===== src/rtl/if_fetch_unit_if.sv =====
// rtl/if_fetch_unit_if.sv - instruction-memory req/ack bus between fetch unit and memory
interface if_fetch_unit_if;
    logic        imem_req;
    logic [31:0] imem_addr;
    logic        imem_ack;
    logic [31:0] imem_rdata;

    modport master (output imem_req, output imem_addr, input imem_ack, input imem_rdata);
    modport slave  (input imem_req, input imem_addr, output imem_ack, output imem_rdata);
endinterface


===== src/rtl/if_fetch_unit.sv =====
// rtl/if_fetch_unit.sv - instruction fetch stage feeding IF/ID through a small fetch queue
module if_fetch_unit #(
    parameter logic [31:0] RESET_PC  = 32'h0000_0000,
    parameter int          DEPTH     = 2,
    parameter logic [31:0] NOP_INSTR = 32'h0000_0000
) (
    input  logic                  clk,
    input  logic                  rst,
    input  logic                  nop_lock_id,
    input  logic                  pc_bj,
    input  logic [31:0]           pc_bj_target,
    if_fetch_unit_if.master       imem,
    output logic [31:0]           instruction_if,
    output logic [31:0]           pc_if
);
    localparam int PW = (DEPTH > 1) ? $clog2(DEPTH) : 1;
    localparam int CW = $clog2(DEPTH + 1);

    typedef enum logic [1:0] {IDLE, REQ, DROP} state_t;

    state_t          state_q;
    logic            req_q;
    logic [31:0]     addr_q;
    logic [31:0]     fetch_pc_q;
    logic [31:0]     instr_mem_q [DEPTH];
    logic [31:0]     pc_mem_q    [DEPTH];
    logic [PW-1:0]   head_q;
    logic [PW-1:0]   tail_q;
    logic [CW-1:0]   count_q;
    logic [CW-1:0]   count_d;

    logic            empty;
    logic            ack;
    logic            enq;
    logic            pop;
    logic            room;
    logic [31:0]     target;
    logic [31:0]     pc_plus4;

    function automatic logic [PW-1:0] ptr_inc(input logic [PW-1:0] p);
        return (p == PW'(DEPTH - 1)) ? '0 : p + 1'b1;
    endfunction

    // an ack only counts while a request is actually on the bus
    assign ack      = imem.imem_ack && req_q;
    assign empty    = (count_q == '0);
    assign enq      = (state_q == REQ) && ack && !pc_bj;
    assign pop      = !empty && !nop_lock_id && !pc_bj;
    assign count_d  = count_q + CW'(enq) - CW'(pop);
    assign room     = (count_d < CW'(DEPTH));
    assign target   = {pc_bj_target[31:2], 2'b00};
    assign pc_plus4 = fetch_pc_q + 32'd4;

    assign imem.imem_req  = req_q;
    assign imem.imem_addr = addr_q;

    assign instruction_if = (!empty && !pc_bj) ? instr_mem_q[head_q] : NOP_INSTR;
    assign pc_if          = (!empty && !pc_bj) ? pc_mem_q[head_q]    : fetch_pc_q;

    always_ff @(posedge clk) begin
        if (enq) begin
            instr_mem_q[tail_q] <= imem.imem_rdata;
            pc_mem_q[tail_q]    <= addr_q;
        end
    end

    always_ff @(posedge clk) begin
        if (rst) begin
            state_q    <= IDLE;
            req_q      <= 1'b0;
            addr_q     <= RESET_PC;
            fetch_pc_q <= RESET_PC;
            head_q     <= '0;
            tail_q     <= '0;
            count_q    <= '0;
        end else begin
            if (pc_bj) begin
                head_q  <= '0;
                tail_q  <= '0;
                count_q <= '0;
            end else begin
                if (enq) tail_q <= ptr_inc(tail_q);
                if (pop) head_q <= ptr_inc(head_q);
                count_q <= count_d;
            end

            case (state_q)
                IDLE: begin
                    if (pc_bj) begin
                        fetch_pc_q <= target;
                    end else if (room) begin
                        state_q <= REQ;
                        req_q   <= 1'b1;
                        addr_q  <= fetch_pc_q;
                    end
                end
                REQ: begin
                    if (pc_bj) begin
                        fetch_pc_q <= target;
                        if (ack) addr_q  <= target;
                        else     state_q <= DROP;
                    end else if (ack) begin
                        fetch_pc_q <= pc_plus4;
                        if (room) begin
                            addr_q <= pc_plus4;
                        end else begin
                            state_q <= IDLE;
                            req_q   <= 1'b0;
                        end
                    end
                end
                DROP: begin
                    // wrong-path request must complete before the redirect fetch goes out
                    if (pc_bj) fetch_pc_q <= target;
                    if (ack) begin
                        state_q <= REQ;
                        addr_q  <= pc_bj ? target : fetch_pc_q;
                    end
                end
                default: begin
                    state_q <= IDLE;
                    req_q   <= 1'b0;
                end
            endcase
        end
    end
endmodule

===== src/flat_wrapper.sv =====
// flat-port wrapper written by rule: the top's interface ports become plain ports
module if_fetch_unit_flat 
#(
    parameter logic [31:0] RESET_PC  = 32'h0000_0000,
    parameter int          DEPTH     = 2,
    parameter logic [31:0] NOP_INSTR = 32'h0000_0000
)
  (clk, rst, nop_lock_id, pc_bj, pc_bj_target, instruction_if, pc_if, imem_imem_req, imem_imem_addr, imem_imem_ack, imem_imem_rdata);
  if_fetch_unit_if imem_i ();
  input  logic clk;
  input  logic rst;
  input  logic nop_lock_id;
  input  logic pc_bj;
  input  logic [31:0] pc_bj_target;
  output logic [31:0] instruction_if;
  output logic [31:0] pc_if;
  output wire logic [$bits(imem_i.imem_req)-1:0] imem_imem_req;
  output wire logic [$bits(imem_i.imem_addr)-1:0] imem_imem_addr;
  input wire logic [$bits(imem_i.imem_ack)-1:0] imem_imem_ack;
  input wire logic [$bits(imem_i.imem_rdata)-1:0] imem_imem_rdata;
  assign imem_imem_req = imem_i.imem_req;
  assign imem_imem_addr = imem_i.imem_addr;
  assign imem_i.imem_ack = imem_imem_ack;
  assign imem_i.imem_rdata = imem_imem_rdata;
  if_fetch_unit #(.RESET_PC(RESET_PC), .DEPTH(DEPTH), .NOP_INSTR(NOP_INSTR)) u_core (.clk(clk), .rst(rst), .nop_lock_id(nop_lock_id), .pc_bj(pc_bj), .pc_bj_target(pc_bj_target), .imem(imem_i), .instruction_if(instruction_if), .pc_if(pc_if));
endmodule

===== config.mk =====
export PLATFORM = sky130hd
export DESIGN_NAME = if_fetch_unit_flat
export DESIGN_NICKNAME = d
export VERILOG_FILES = /design/src/rtl/if_fetch_unit_if.sv /design/src/rtl/if_fetch_unit.sv /design/src/flat_wrapper.sv
export SDC_FILE = /design/constraint.sdc
export NUM_CORES = 1
export LEC_CHECK = 0
export BUFFER_PORTS_ARGS = -buffer_cell sky130_fd_sc_hd__buf_2
export CAP_MARGIN = 20
export CORE_MARGIN = 2
export CORE_UTILIZATION = 45
export CTS_CLUSTER_SIZE = 14
export DETAILED_ROUTE_END_ITERATION = 12
export PLACE_DENSITY = 0.66
export REMOVE_ABC_BUFFERS = 1
export SLEW_MARGIN = 20
export SYNTH_ARGS = -nofsm -noshare
export SYNTH_HDL_FRONTEND = slang
export SYNTH_SLANG_ARGS = --single-unit

===== constraint.sdc =====
create_clock -name clk -period 9.6 [get_ports clk]
set_clock_uncertainty 0.1 [all_clocks]
set_input_delay 1.92 -clock clk [delete_from_list [all_inputs] [get_ports clk]]
set_output_delay 1.92 -clock clk [all_outputs]
set_load 0.02 [all_outputs]

==> results.md <==
- Status: finished, final reports clean
- Leak: 4.07 nW
- Synth cell types: 64
- CTS clk-pin slew, worst paths: about 0.080 ns
- Area of the multi-input gates: 4130 µm²
- Layout cells sized above 1: 0.202
- Register area share after synthesis: 0.540
- Hold-fix buffers, CTS: 0
- Die width: 151 µm
- Total design power: approximately 2.8 mW
- Slowest stage delay, CP: 0.75 ns
- CP Class: input port to output pin
- Fin Setup TNS: 0 ns
- CORE AREA: approximately 21000 µm²
- Die height: between 150 and 200 µm
- RSZ-0062 raised after global routing: no
- Max H-tree Level: 4
- Max-slew headroom: 0.308
- Residual DRC count: 0
- Filler cells: 1950
- CTS tree: done
- Total of max-cap violations: 0
- Min Tclk post-route: 6.28 ns
- Maximum vdd drop: about 0.00014 V
- Dpl cell area: 10700 µm²
- Fin crit share: 0.655
- P&R area growth vs syn: 16.2%
- Post-synthesis cell area: roughly 10000 µm²
- CP Capture Type: output pin
- Total gr overflow: 0
- CP Max Fanout: 96
- Post-CTS sizing: 0
- DPL Wire Length: around 17000 µm
- Hold crit path type: flop to flop
- Critical Path AT: roughly 4.3 ns
- Top_reg_cell synth: edfxtp_1
- Starting DRT DRC Count: 678
- GRT Total Usage: 0.230
- Fin. Hold Viols: 0
- Buf+Inv Stages, Crit Path: 5
- Initial core utilization: 0.462
- Post-DRT Antenna Nets: 0
- Cells along the critical path: buf_2, buf_4, clkinv_1, o21ai_4, buf_4, nand2_1, o21ai_0, buf_2
- RePlAce Congestion: 0.908
- Most frequent cells in the layout: 163 x buf_2, 128 x edfxtp_1, 106 x nand2_1, 90 x nor2_1, 83 x o21ai_0
- Slew Viols, Final: 0
- Most common cell after layout, fill and taps aside: buf_2
- Final setup violation count: 0
- Largest delay share family, worst path: buffers and inverters
- Clock Path Buffers: 2
- Clk sinks: 200
- Synth async-reset ratio: 0
- Die footprint: 22900 µm²
- EDFF count, synth: around 130
- Clk root buf: clkbuf_16
- Vias in the first global route: 7539
- Largest net degree at the start of global routing: 97
- Yosys warns: 0
- Cells after synthesis: 978
- CP startpoint kind: input port
- Drt wl/cell: 19.2 µm
- F_max: 159 MHz
- Syn avg cell area: between 10 and 15 µm²
- Yosys reg bits: 200
- Total number of vias: 7957
- # port buffers: roughly 160
- Design area: around 11000 µm²
- Cell Pwr Density: approximately 250 nW/µm²
- Routed wire length: between 20000 and 30000 µm
- Register area: about 5300 µm²
- I/O Pins: approximately 170
- Clock latency on the worst-skew pair: ~0.44 ns
- CTS Buf Count: 17
- Site Rows: between 50 and 60
- WP data required: ~7.6 ns
- Vias per cell: 5.77
- R2r setup slk: 5.55 ns
- Router iterations before antenna repair: 8
- Slowest cell on the critical path: buf_4
- Global-route wire length before repair: just over 40000 µm
- Initial antenna violation count: 3
- Setup bufs post-CTS: 0
- Worst-Margin Slew: ~1.0 ns
- Layout net count: approximately 1.2k
==> final timing paths <==
kind / from / endpoint / cells after the start
worst max-delay path: pc_bj / pc_if[22] / 8
worst min-delay path: u_core.imem.imem_addr[7] / u_core.pc_mem_q[0][7] / 0
worst max register to register: u_core.state_q[1] / u_core.imem.imem_addr[19] / 11
worst min register to register: u_core.imem.imem_addr[7] / u_core.pc_mem_q[0][7] / 0
==> cell type report <==
class	instances	share of cell area
multi-input combinational	680	0.363
clock buffer	18	0.0378
inverter	13	0.00429
timing repair buffer	177	0.0810
antenna	3	0.000661
tap	275	0.0303
sequential	200	0.465
clock inverter	14	0.0177
==> kinds of logic after synthesis <==
logic type / after synthesis / synth area share
compound gates: 256 / 0.163
xor+xnor: 17 / 0.0168
fa+ha+maj: 7 / 0.00895
buf+inv: 98 / 0.0408
flops: 200 / 0.540
mux: 69 / 0.0706
simple gates: 331 / 0.159
==> synth_stat cells (3+ instances only) <==
library cell	instances	area [µm²]
nor2_1	90	338
buf_4	5	37.5
xor2_1	5	43.8
and3_1	3	18.8
o21ai_0	83	415
o32ai_1	3	26.3
o31ai_1	6	45.0
o221ai_1	8	70.1
a221oi_1	5	43.8
a211oi_1	10	75.1
nand3_1	31	155
o211ai_1	14	105
nand3b_1	6	45.0
edfxtp_1	128	3840
nor3_1	31	155
a21oi_1	62	310
a311oi_1	4	35.0
nor4_1	8	50.1
a31oi_1	9	56.3
nor2b_1	4	25.0
o2111ai_1	4	35.0
nand2b_1	16	100
o22ai_1	6	37.5
or3_1	5	31.3
buf_2	10	50.1
xnor2_1	11	96.3
a221o_1	4	40.0
inv_1	12	45.0
a22oi_1	7	52.6
buf_1	8	30.0
clkbuf_1	62	233
nand2_1	106	398
o21a_1	8	60.1
ha_1	7	87.6
nand4_1	11	68.8
o41ai_1	4	35.0
and2_1	5	31.3
mux2i_1	69	691
dfxtp_1	72	1440
or2_2	4	25.0
==> power breakdown <==
part	internal (mW)	switching (mW)	leakage, nW
clock	0.403	0.356	0.305
sequential	1.03	0.113	1.77
combinational	0.296	0.649	2.00
==> worst reg2reg max path: stages, from the launching register on <==
cell,delay [ns]
dfxtp_1,0.33
inv_1,0.11
ha_1,0.17
nand2b_1,0.29
nor2_1,0.29
ha_1,0.19
xor3_1,0.27
o21ai_0,0.43
nand3_1,0.69
buf_4,0.50
or3_1,0.45
a21oi_1,0.15
==> metal layers <==
layer	wire, µm	GRT usage	part of all wire	vias up
met1	11500	0.303	0.44	3753
met5	27	0	0.0010	-
met4	456	0.0664	0.017	4
met3	2260	0.0584	0.086	38
met2	12200	0.376	0.46	333
li1	-	-	-	3829
==> through the flow <==
stage / hold WS [ns] / utilization / worst slack, ns / instances
finish: 0.375 / 0.537 / 3.32 / 1380
global route: 0.391 / 0.537 / 3.09 / 1378
CTS: 0.375 / 0.537 / 3.27 / 1377
detailed placement: 0.360 / 0.507 / 3.27 / 1345
global placement: 0.351 / 0.507 / 3.33 / 1345
floorplan: 0.350 / - / 1.78 / 893
==> state kept, by name, summed over array words and instances (netlist names), named ones only <==
name	count
u_core.state_q	2
u_core.pc_mem_q	64
u_core.instr_mem_q	64
u_core.count_q	2
u_core.tail_q	1
u_core.head_q	1
u_core.imem.imem_addr	32
u_core.fetch_pc_q	32
u_core.imem.imem_req	1
(Power assumes the default switching activity.)
